==> config.mk <==
export PLATFORM = sky130hd
export DESIGN_NAME = modular_adder
export DESIGN_NICKNAME = d
export VERILOG_FILES = /design/src/rtl/modular_adder_pkg.sv /design/src/rtl/modular_adder_prefix_network.sv /design/src/rtl/modular_adder.sv
export SDC_FILE = /design/constraint.sdc
export NUM_CORES = 1
export LEC_CHECK = 0
export ABC_AREA = 1
export CAP_MARGIN = 40
export CORE_UTILIZATION = 30
export CTS_CLUSTER_SIZE = 12
export DETAILED_ROUTE_END_ITERATION = 10
export PLACE_DENSITY = 0.55
export SYNTH_ARGS = -nofsm -noshare
export SYNTH_HDL_FRONTEND = slang
export SYNTH_SLANG_ARGS = --single-unit
==> constraint.sdc <==
create_clock -name clk -period 0.8 [get_ports clk]
set_clock_uncertainty 0.15 [all_clocks]
set_input_delay 0.08 -clock clk [delete_from_list [all_inputs] [get_ports clk]]
set_output_delay 0.08 -clock clk [all_outputs]
set_load 0.01 [all_outputs]
==> src/rtl/modular_adder_pkg.sv <==
// Shared types and the parallel-prefix combine operator for the modular adder.
package modular_adder_pkg;

  localparam int N_DEF = 7;

  typedef struct packed {
    logic g;
    logic p;
  } gp_t;

  // (gh,ph) o (gl,pl) = (gh | ph&gl, ph&pl)
  function automatic gp_t prefix_op(input gp_t hi, input gp_t lo);
    gp_t r;
    r.g = hi.g | (hi.p & lo.g);
    r.p = hi.p & lo.p;
    return r;
  endfunction

endpackage

==> src/rtl/modular_adder_prefix_network.sv <==
// Sklansky parallel-prefix network: group generate G[i:0] for every bit position.
module prefix_network
  import modular_adder_pkg::*;
#(
  parameter int N = N_DEF
) (
  input  logic [N-1:0] g_i,
  input  logic [N-1:0] p_i,
  output logic [N-1:0] grp_g_o
);

  localparam int L = $clog2(N);

  gp_t node [0:L][0:N-1];

  for (genvar i = 0; i < N; i++) begin : g_leaf
    assign node[0][i] = {g_i[i], p_i[i]};
  end

  // At level l, every node whose bit l is set absorbs the last node of the lower block.
  for (genvar l = 0; l < L; l++) begin : g_lvl
    for (genvar i = 0; i < N; i++) begin : g_col
      if (((i >> l) & 1) == 1) begin : g_op
        assign node[l+1][i] = prefix_op(node[l][i], node[l][((i >> l) << l) - 1]);
      end else begin : g_pass
        assign node[l+1][i] = node[l][i];
      end
    end
  end

  for (genvar i = 0; i < N; i++) begin : g_out
    assign grp_g_o[i] = node[L][i].g;
  end

endmodule

==> src/rtl/modular_adder.sv <==
// Modulo adder: sum = carry(a+b+k) ? (a+b+k) mod 2^N : a+b, with k = 2^N - M.
// Define MODULAR_ADDER_IN_REG_EN to register the inputs first (latency 2 instead of 1).
module modular_adder
  import modular_adder_pkg::*;
#(
  parameter int N = N_DEF
) (
  input  logic         clk,
  input  logic         rst_n,
  input  logic         in_valid,
  input  logic [N-1:0] a,
  input  logic [N-1:0] b,
  input  logic [N-1:0] k,
  output logic [N-1:0] sum,
  output logic         sum_valid,
  output logic         wrap
);

  // Handshake: in_valid is a one-way strobe with no ready; every cycle it is high
  // is accepted, and sum_valid pulses for exactly one cycle per accepted operation.

  logic [N-1:0] a_s, b_s, k_s;
  logic         vld_s;

`ifdef MODULAR_ADDER_IN_REG_EN
  logic [N-1:0] a_q, b_q, k_q;
  logic         vld_q;

  always_ff @(posedge clk or negedge rst_n) begin
    if (!rst_n) begin
      a_q   <= '0;
      b_q   <= '0;
      k_q   <= '0;
      vld_q <= 1'b0;
    end else begin
      a_q   <= a;
      b_q   <= b;
      k_q   <= k;
      vld_q <= in_valid;
    end
  end

  assign a_s   = a_q;
  assign b_s   = b_q;
  assign k_s   = k_q;
  assign vld_s = vld_q;
`else
  assign a_s   = a;
  assign b_s   = b;
  assign k_s   = k;
  assign vld_s = in_valid;
`endif

  // Plain path operands
  logic [N-1:0] g, p, h;
  assign g = a_s & b_s;
  assign p = a_s ^ b_s;
  assign h = a_s ^ b_s;

  // Enveloped path: carry-save a+b+k into (h', c'), then form g'/p' against c' shifted up
  logic [N-1:0] hp, cp, cp_sh, gp_v, pp_v;
  assign hp    = a_s ^ b_s ^ k_s;
  assign cp    = (a_s & b_s) | (a_s & k_s) | (b_s & k_s);
  assign cp_sh = {cp[N-2:0], 1'b0};
  assign gp_v  = hp & cp_sh;
  assign pp_v  = hp ^ cp_sh;

  logic [N-1:0] grp_g, grp_gp;

  prefix_network #(.N(N)) u_prefix_plain (
    .g_i     (g),
    .p_i     (p),
    .grp_g_o (grp_g)
  );

  prefix_network #(.N(N)) u_prefix_env (
    .g_i     (gp_v),
    .p_i     (pp_v),
    .grp_g_o (grp_gp)
  );

  // Plain carry-out is not needed: a+b never overflows when the plain path is chosen.
  logic unused_plain_cout;
  assign unused_plain_cout = grp_g[N-1];

  logic [N-1:0] s_plain, s_env;
  logic         sel;
  assign s_plain = h ^ {grp_g[N-2:0], 1'b0};
  assign s_env   = pp_v ^ {grp_gp[N-2:0], 1'b0};
  assign sel     = cp[N-1] | grp_gp[N-1];

  logic [N-1:0] sum_q, sum_d;
  logic         wrap_q, wrap_d;
  logic         valid_q;

  always_comb begin
    sum_d  = sum_q;
    wrap_d = wrap_q;
    if (vld_s) begin
      sum_d  = sel ? s_env : s_plain;
      wrap_d = sel;
    end
  end

  always_ff @(posedge clk or negedge rst_n) begin
    if (!rst_n) begin
      sum_q   <= '0;
      wrap_q  <= 1'b0;
      valid_q <= 1'b0;
    end else begin
      sum_q   <= sum_d;
      wrap_q  <= wrap_d;
      valid_q <= vld_s;
    end
  end

  assign sum       = sum_q;
  assign wrap      = wrap_q;
  assign sum_valid = valid_q;

endmodule

Yosys cells after proc, flatten, opt, wreduce, memory -nomap -nowiden:

Cells that the tools add are included.
Widths: inputs -> output; s select.

* mux-type cells: 1
* bitwise logic cells: 49

Operator list (count)
* $xor 7x7->7: 5
* $and 7x7->7: 4
* $and 1x1->1: 21
* $or 1x1->1: 17
* $or 7x7->7: 2
* $mux 7: 1

* flip-flop bits (word level): 9
* output and inout bits: 9
* word-level logic and storage cells: 53

Longest topological paths before layout:

Gate-level depths: netlist of the first run.

* depth after elaboration: 12
* mapped depth: 13

By module:

Synthesis of the first run repeated with hierarchy kept, for this count alone.

* cells, all modules: 173
* area, all modules: 1172.4 sq um

Modules (own cells, without submodules)
* modular_adder: instances 1, cells each 121, area an instance 939.7 sq um, sequential area each 225.2 sq um
* prefix_network: instances 2, cells each 26, area an instance 116.4 sq um, sequential area each 0.0 sq um

Worst setup path before layout of the first run:

Ideal clock, no wire load.

* path type: input -> register
* start point: input port a[3]
* end point: register sum_q[5], in the netlist sum[5]
* setup time: 0.117 ns
* arrival: 1.735 ns
* setup slack: -1.202 ns
* stages: 10
* cells stage by stage: fa_1 ha_1 nand3_1 nand3_1 inv_1 fa_1 xor2_1 nand2_1 nand3_1 nand2_1

* longest elaborated chain between the ends: 11
* elaborated cells between the ends (all ways): 34

RTL lines
* start: declaration: line modular_adder.sv:11 `input logic [N-1:0] a,`
* $and 7x7->7: line modular_adder.sv:63 `assign cp = (a_s & b_s) | (a_s & k_s) | (b_s & k_s);`
* $or 7x7->7 (2 in a row): line modular_adder.sv:63
* $and 7x7->7: line modular_adder.sv:65 `assign gp_v = hp & cp_sh;`
* $and 1x1->1: line modular_adder_pkg.sv:14 `r.g = hi.g | (hi.p & lo.g);`
* $or 1x1->1: line modular_adder_pkg.sv:14
* $and 1x1->1: line modular_adder_pkg.sv:14
* $or 1x1->1 (2 in a row): line modular_adder_pkg.sv:14
* $or 1x1->1: line modular_adder.sv:90 `assign sel = cp[N-1] | grp_gp[N-1];`
* $mux 7 (*): line modular_adder.sv:100 `sum_d = sel ? s_env : s_plain;`
* end signal: assignment: line modular_adder.sv:111 `sum_q <= sum_d;`
* end: declaration: line modular_adder.sv:92 `logic [N-1:0] sum_q, sum_d;`

Mark *: on every way between the ends. The rest lies on a longest branch, timed or not.
A chain may end at the register's enable or synchronous reset.

Worst setup path after layout of the first run:

* start point: input port a[3]
* end point: register sum_q[4], in the netlist sum[4]

Same word-level chain as after synthesis.

==> key figures, run 1 <==
Status
  • Status: finished, violations left
  • Failing checks: negative hold slack, negative setup slack

Worst setup path
  • Critical path arrival: 1.85 ns
  • Type of the worst setup path: in2reg
  • Setup crit start: a[3]
  • R2r setup slk: -0.19 ns
  • Slowest stage delay, CP: 0.52 ns
  • Reg-to-reg critical path startpoint: sum[0]
  • Critical Path, Cell by Cell: buf_8 -> fa_1 -> ha_4 -> nand3_2 -> nand3_2 -> inv_2 -> fa_2 -> nand2_1 -> nand3_1 -> nand2_1
  • Worst setup EP type: flop
  • Req. time, crit path: 0.80 ns
  • Crit path capture: sum[4]
  • Worst-path maximum fanout: 3
  • Cells on worst reg2reg path: 4
  • CP max stage cell: fa_1
  • RR Endpoint: sum[0]
  • Critical path startpoint category: input port

Floorplanning
  • Initial Util: 31.7%
  • Die Wd: 61.9 um
  • # IOs: 33
  • Row Count: 21
  • Core area: 3390 um^2
  • Die footprint: 3830 um^2
  • Die height: 61.9 um

GRT
  • First-pass GRT wire length: ~4300 um
  • Largest net degree at the start of global routing: 10
  • Grt ovf: 0
  • Vias in the first global route: 1,023
  • Antenna violations before repair: 0
  • GR Util All Layers: roughly 15%

Synth
  • Post-synth top area share: 22.4%
  • Number of synthesized flops with an enable pin: 0
  • Seq/Total Area, Yosys: 21.0%
  • Commonest cells in the netlist: nand2_1, inv_1, fa_1, ha_1, nand3_1
  • Asr flop ratio synth: 100%
  • Synthesized cell area: around 1100 um^2
  • Yosys top cell by area: fa_1
  • Yosys cell types: 18
  • Mean post-synth cell area: just under 8 um^2
  • Top cells by area, synth: fa_1, dfrtp_1, nand2_1, ha_1, inv_1
  • Count leader, synth: nand2_1
  • Syn_nets: 184
  • Gate Count Post-Synth: 136
  • FF+latch count, synth: 9
  • Most used DFF post-synth: dfrtp_1
  • Yosys warning count: 0

STA
  • Final worst-path setup slack: -1.05 ns
  • Min Hold Slack: -0.0368 ns
  • Setup TNS: -9.76 ns
  • Fmax: 540 MHz
  • Final hold vios: 9
  • Setup violators final: 17
  • Final period utilization: 232%
  • Final Max Tran Viols: 0
  • RSZ-0062 raised after global routing: yes
  • Slew margin rel.: 80.3%
  • Min cycle time layout: 1.85 ns
  • Worst-margin pin slew: 0.296 ns

Clock network
  • Clk root buf: clkbuf_4
  • Max Buffers Root-to-Sink: 2
  • Clock latency on the worst-skew pair: ~0.25 ns
  • Clk sinks: 9
  • CTS tree: built
  • TritonCTS Buffers: 3
  • Clock-pin transition on the worst setup and hold timing paths: 0.06 ns
  • CTS H-tree depth: 1

Routing
  • DR pass1 iterations: 4
  • Via/cell ratio: 4.22
  • Post-Route WL: around 2500 um
  • DRC errors left: 0
  • Starting DRT DRC Count: 20
  • Post-route ant nets: 0
  • DR WL/cell: between 10 and 15 um
  • Vias: 1,043

Cells and area
  • Storage cell area: 225 um^2
  • Fin util: 52.8%
  • Area Growth Syn to Fin: 66.4%
  • Area of the multi-input gates: 875 um^2
  • Fraction of layout cells with a size suffix above 1: 45.3%
  • N_diodes: 0
  • Nets@finish: 250
  • # fillers: 340

Place
  • PortBufs: 32
  • Routability congestion estimate: 0.740
  • Hpwl dp: 2010 um

Flow run
  • Max cap viols: 0

Pwr
  • Pleak: 0.000960 uW
  • PwrDens: 1570 nW/um^2
  • Peak supply drop: 0.000512 V

Hold path
  • Worst hold path type: in2async
[sequential cells by signal (all words and copies together), names as in the netlist]
register and flops:
sum 7, sum_valid 1, wrap 1
[cell families after synthesis]
family,after synthesis,synth area share [%]
AO/OA/AOI/OAI,3,1.75
buffers and inverters,33,11.9
adder cells (fa/ha/maj),24,36.3
XOR/XNOR,4,3.26
AND/OR/NAND/NOR,63,25.8
flip-flops,9,21.0
[layout make-up]
| cell class | instances | share of cell area [%] |
|---|---|---|
| timing repair buffer | 61 | 26.9 |
| inverter | 32 | 6.86 |
| multi-input combinational | 95 | 48.9 |
| clock buffer | 4 | 1.47 |
| tap | 46 | 3.22 |
| sequential | 9 | 12.6 |
[power by group]
group	total (uW)	switching [uW]	internal [uW]
sequential	640	70.3	569
clock	340	149	192
combinational	1830	843	990
[per-stage QoR]
stage | instances | setup slack [ns] | hold slack (ns) | area, um^2 | power [uW]
2_1_floorplan | 136 | -1.17 | -0.366 | 1120 | 1480
3_3_place_gp | 235 | -1.70 | 0.230 | 1660 | 2220
3_5_place_dp | 235 | -1.70 | 0.233 | 1660 | 2260
4_1_cts | 245 | -1.08 | -0.0353 | 1710 | 2680
5_1_grt | 247 | -1.15 | -0.0309 | 1790 | 3090
6_report | 247 | -1.05 | -0.0368 | 1790 | 2810
[what timing repair did]
action	in CTS	in global routing
gates cloned	1	0
endpoints found under the hold margin	9	9
setup endpoints to repair	17	17
pin swaps	33	20
gates resized for setup	115	18
setup buffers	5	2
[worst max-delay path, delay by kind of cell]
family / cells / cell delay (ns)
adders and majority gates: 3 / 1.34
buffers and inverters: 2 / 0.14
and+or+nand+nor: 5 / 0.30
[routing by layer]
metal	wire [um]	vias up	GRT usage [%]
li1	-	535	-
met1	1080	479	18.7
met2	1330	27	28.4
met3	100	2	1.45
met4	6	0	3.81
met5	0	-	0
[worst min-delay path by stage]
stage                     start        end  depth (start not counted)  slack [ns]
after floorplan           rst_n     sum[0]                          0       -0.37
after global placement    rst_n     sum[0]                          2        0.23
after detailed placement  rst_n     sum[0]                          2        0.23
after CTS                 rst_n     sum[0]                          2       -0.04
after global routing      rst_n     sum[0]                          2       -0.03
final                     rst_n  sum_valid                          2       -0.04
[placed cells by master (no fill, tap or decap), types with 2 or more instances in the layout]
cell type and instances:
dlygate4sd2_1 5, nor2_4 2, ha_1 7, ha_4 4
dfrtp_1 9, inv_1 22, buf_4 29, xor2_1 2
nand3_1 9, fa_1 5, fa_2 7, clkdlybuf4s50_1 2
clkdlybuf4s15_1 3, nand2_1 38, clkbuf_4 3, buf_6 8
inv_2 7, nand3_2 3, clkinv_1 2, nor2_1 2
clkbuf_2 2, nand2_2 6, buf_2 11
(Power assumes the default switching activity.)
==> inputs of run 2 (changes only) <==
--- a/config.mk
+++ b/config.mk
@@ -7,10 +7,13 @@
 export LEC_CHECK = 0
 export ABC_AREA = 1
 export CAP_MARGIN = 40
-export CORE_UTILIZATION = 30
-export CTS_CLUSTER_SIZE = 12
+export CELL_PAD_IN_SITES_DETAIL_PLACEMENT = 2
+export CELL_PAD_IN_SITES_GLOBAL_PLACEMENT = 2
+export CORE_UTILIZATION = 26
+export CTS_CLUSTER_SIZE = 40
 export DETAILED_ROUTE_END_ITERATION = 10
-export PLACE_DENSITY = 0.55
+export PLACE_DENSITY = 0.8
+export SKIP_CTS_REPAIR_TIMING = 1
 export SYNTH_ARGS = -nofsm -noshare
 export SYNTH_HDL_FRONTEND = slang
 export SYNTH_SLANG_ARGS = --single-unit
==> key figures, run 2 (synthesis gave the netlist of run 1 again) <==
Pwr
  • Switch share: 40.1%
  • Peak supply drop: about 0.00054 V
  • Switching power: 1230 uW
  • Pleak: 0.00106 uW
  • Logic pwr share: between 60% and 70%
  • Int Pwr: between 1500 and 2000 uW
  • PwrDens: about 1700 nW/um^2
  • Reg power frac: a little over a fifth
  • Clk pwr share: 17.7%

Worst setup path
  • Setup crit start: a[2]
  • Worst path most repeated cell: nand3_2
  • Crit path capture: sum[5]
  • Critical path depth in cells: 11
  • CP max stage cell: fa_1
  • Req. time, crit path: 0.78 ns
  • Type of the worst setup path: in2reg
  • Worst-path maximum fanout: 2
  • RR Endpoint: sum[3]
  • Critical path arrival: between 1.5 and 2 ns
  • Cells on worst reg2reg path: 3
  • Sum of buffers and inverters on the critical path: 2
  • CP delay by family, top: adder cells
  • R2r setup slk: -0.13 ns
  • Slowest stage delay, CP: slightly above 0.5 ns
  • Critical path startpoint category: input port
  • Critical Path, Cell by Cell: clkbuf_2 -> fa_1 -> ha_1 -> nand3_2 -> nand3_2 -> inv_2 -> fa_2 -> xor2_1 -> nand2_1 -> nand3_2 -> nand2_1
  • Worst setup EP type: flop
  • Reg-to-reg critical path startpoint: sum[3]

Clock network
  • Clk root buf: clkbuf_8
  • TritonCTS Buffers: 3
  • Clock-pin transition on the worst setup and hold timing paths: approximately 0.05 ns
  • Clk sinks: 9
  • Max Buffers Root-to-Sink: 2
  • CTS H-tree depth: 1
  • Clock latency on the worst-skew pair: 0.23 ns
  • CTS tree: built

STA
  • Setup violators final: 17
  • Fmax: ~500 MHz
  • Final worst-path setup slack: -1.19 ns
  • Final Max Tran Viols: 0
  • Min cycle time layout: 1.99 ns
  • Final period utilization: 249%
  • Final hold vios: 0
  • Worst-margin pin slew: 0.299 ns
  • RSZ-0062 raised after global routing: yes
  • Slew margin rel.: between 80% and 90%

GRT
  • Grt ovf: 0
  • Antenna violations before repair: 0
  • Largest net degree at the start of global routing: 10
  • GR Util All Layers: 17.0%
  • First-pass GRT wire length: 5600 um
  • Vias in the first global route: ~1,300

Status
  • Failing checks: negative setup slack
  • Status: finished, violations left

Cells and area
  • Nets@finish: 248
  • Commonest non-fill, non-tap cell in the layout: nand2_1
  • Number of flip-flops in the largest register: 7
  • Post-Layout Cell Count: roughly 250
  • N_diodes: 0
  • Fraction of layout cells with a size suffix above 1: 40.7%
  • Most frequent cells in the layout: nand2_1, buf_4, inv_1
  • Area Growth Syn to Fin: 70.4%

Place
  • Routability congestion estimate: between 0.7 and 0.8
  • Post-Place Setup Slack: -1.84 ns
  • Hpwl dp: 2960 um
  • PortBufs: 32
  • Post-Place Cells: 243

Routing
  • Via/cell ratio: 4.45
  • Vias: between 1,000 and 1,500
  • Post-route ant nets: 0
  • DRC errors left: 0
  • DR WL/cell: 15.4 um
  • Post-Route WL: 3830 um
  • Starting DRT DRC Count: 21
  • DR pass1 iterations: 3

Hold path
  • Worst hold path type: in2async

Floorplanning
  • Row Count: 23
  • # IOs: 33
  • Die Wd: 66.3 um
  • Die footprint: roughly 4400 um^2
  • Die height: 66.3 um
  • Core area: 3970 um^2
  • Initial Util: between 20 and 30%

Flow run
  • Max cap viols: 0
[run 2: metal layers]
metal  up-vias  wire length [um]  GRT usage [%]
met3         2               142           1.90
met1       546              1380           16.5
li1        531                 -              -
met5         -                 0              0
met2        29              2290           37.4
met4         0                10           2.39
[run 2: cell type report]
| cell class | instances | area (um^2) |
|---|---|---|
| fill | 433 | 2140 |
| multi-input combinational | 95 | 866 |
| timing repair buffer | 59 | 510 |
| sequential | 9 | 225 |
| inverter | 32 | 123 |
| tap | 50 | 62.6 |
| clock buffer | 4 | 45.0 |
[run 2: worst min path at each step]
stage / start / to / slack (ns) / cells past startpoint
finish: rst_n / sum[1] / 0.02 / 2
global route: rst_n / sum[5] / 0.03 / 2
floorplan: rst_n / sum[0] / -0.37 / 0
detailed placement: rst_n / sum[1] / 0.27 / 2
CTS: rst_n / sum[1] / 0.04 / 2
global placement: rst_n / sum_valid / 0.27 / 2
[run 2: power by group through the flow]
stage	Combinational, uW	Clock, uW	Sequential (uW)
after detailed placement	1780	0	646
after CTS	1800	536	646
final	1870	543	646
after floorplan	791	0	689
after global placement	1650	0	638
after global routing	2060	583	658
[run 2: through the flow]
step | utilization (%) | setup TNS, ns | hold slack [ns] | area [um^2] | power [uW]
final | 46.1 | -10.60 | 0.0191 | 1830 | 3060
after global routing | 46.1 | -11.41 | 0.0292 | 1830 | 3300
after CTS | 44.2 | -17.46 | 0.0352 | 1760 | 2990
after detailed placement | 43.1 | -17.23 | 0.275 | 1710 | 2430
after global placement | 43.1 | -16.27 | 0.267 | 1710 | 2290
after floorplan | - | -8.08 | -0.366 | 1120 | 1480
==> inputs of run 3 (changes only) <==
--- a/config.mk
+++ b/config.mk
@@ -17,3 +17,4 @@
 export SYNTH_ARGS = -nofsm -noshare
 export SYNTH_HDL_FRONTEND = slang
 export SYNTH_SLANG_ARGS = --single-unit
+export TNS_END_PERCENT = 5
==> key figures, run 3 (synthesis gave the netlist of run 1 again) <==
Worst setup path
  • RR Endpoint: wrap
  • CP max stage cell: fa_1
  • Req. time, crit path: 0.82 ns
  • Critical path depth in cells: 13
  • R2r setup slk: -0.11 ns
  • Setup crit start: k[2]
  • Critical path arrival: 1.99 ns
  • Worst-path maximum fanout: 6
  • Sum of buffers and inverters on the critical path: 3
  • Critical path startpoint category: input port
  • Type of the worst setup path: in2reg
  • Reg-to-reg critical path startpoint: wrap
  • Cells on worst reg2reg path: 3
  • CP delay by family, top: adder cells
  • Slowest stage delay, CP: 0.58 ns
  • Crit path capture: sum[3]
  • Critical Path, Cell by Cell: clkbuf_2 -> fa_1 -> ha_1 -> nand3_2 -> nand3_2 -> buf_6 -> nand2_4 -> nand2_4 -> nor2_8 -> clkinv_4 -> nand2_2 -> nand3_1 -> nand2_1
  • Worst setup EP type: flop

Hold path
  • Worst hold path type: in2async

Clock network
  • Clock latency on the worst-skew pair: 0.23 ns
  • Clk sinks: 9
  • Clk root buf: clkbuf_8
  • TritonCTS Buffers: 3
  • CTS tree: built
  • CTS H-tree depth: 1
  • Max Buffers Root-to-Sink: 2
  • Clock-pin transition on the worst setup and hold timing paths: 0.04 ns

Routing
  • DRC errors left: 0
  • DR pass1 iterations: 4
  • Via/cell ratio: 4.46
  • Post-route ant nets: 0
  • DR WL/cell: roughly 16 um
  • Vias: 1,101
  • Starting DRT DRC Count: 25
  • Post-Route WL: slightly below 4000 um

Place
  • PortBufs: 32
  • Hpwl dp: 3170 um
  • Routability congestion estimate: 0.749
  • Post-Place Cells: 239
  • Post-Place Setup Slack: -1.85 ns

Floorplanning
  • Initial Util: 27.1%
  • Die Wd: roughly 66 um
  • Die footprint: 4400 um^2
  • Core area: 3970 um^2
  • # IOs: 33
  • Row Count: 23
  • Die height: 66.3 um

STA
  • Worst-margin pin slew: 0.303 ns
  • Setup TNS: -10.28 ns
  • Setup violators final: 17
  • Final hold vios: 0
  • Final Max Tran Viols: 0
  • Final worst-path setup slack: -1.17 ns
  • Min cycle time layout: 1.97 ns
  • Final period utilization: 247%
  • Fmax: 506 MHz
  • Min Hold Slack: 0.0215 ns
  • RSZ-0062 raised after global routing: yes
  • Slew margin rel.: 79.8%

GRT
  • First-pass GRT wire length: 5630 um
  • Largest net degree at the start of global routing: 10
  • GR Util All Layers: 17.5%
  • Vias in the first global route: 1,264
  • Antenna violations before repair: 0
  • Grt ovf: 0

Cells and area
  • # fillers: 457
  • Fin util: 46.3%
  • Area Growth Syn to Fin: 71.1%
  • Storage cell area: 225 um^2
  • Most frequent cells in the layout: nand2_1, buf_4, inv_1
  • Nets@finish: ~250
  • N_diodes: 0
  • Post-Layout Cell Count: 247
  • Fraction of layout cells with a size suffix above 1: 45.2%
  • Area of the multi-input gates: 900 um^2
  • Number of flip-flops in the largest register: 7
  • Commonest non-fill, non-tap cell in the layout: nand2_1

Pwr
  • PwrDens: 1670 nW/um^2
  • Peak supply drop: 0.000545 V
  • Pleak: 0.00106 uW

Status
  • Status: finished, violations left
  • Failing checks: negative setup slack

Flow run
  • Max cap viols: 0
[run 3: layout make-up]
class,instances,area share (%)
clock buffers,4,2.45
flip-flops and latches,9,12.2
well taps,50,3.40
inverters,32,6.80
repair buffers,57,26.2
multi-input cells,95,48.9
[run 3: metal layers]
layer  vias to the layer above  GRT usage, %  routed length, um
met1                       539          15.3               1300
met4                         0          4.52                 67
met2                        31          38.6               2420
met5                         -             0                  0
met3                         8          3.10                170
li1                        523             -                  -
[run 3: worst min path at each step]
stage                     cells after the start   endpoint  slack [ns]   from
after detailed placement                      2     sum[0]        0.27  rst_n
after floorplan                               0     sum[0]       -0.37  rst_n
after CTS                                     2     sum[0]        0.03  rst_n
final                                         2  sum_valid        0.02  rst_n
after global routing                          2     sum[1]        0.02  rst_n
after global placement                        2  sum_valid        0.27  rst_n
[run 3: stage by stage]
step / total power [uW] / area (um^2)
finish: 3080 / 1840
global route: 3310 / 1840
CTS: 2860 / 1700
detailed placement: 2320 / 1660
global placement: 2170 / 1660
floorplan: 1430 / 1100
[run 3: report_power, final]
group	switching (uW)	internal [uW]
sequential	60.3	571
combinational	1020	901
clock	178	347
total	1260	1820
[run 3: worst register-to-register path, stage by stage (launching register included)]
cell and delay [ns]:
dfrtp_1 0.38, buf_4 0.13, nand2_1 0.07, o21ai_2 0.07
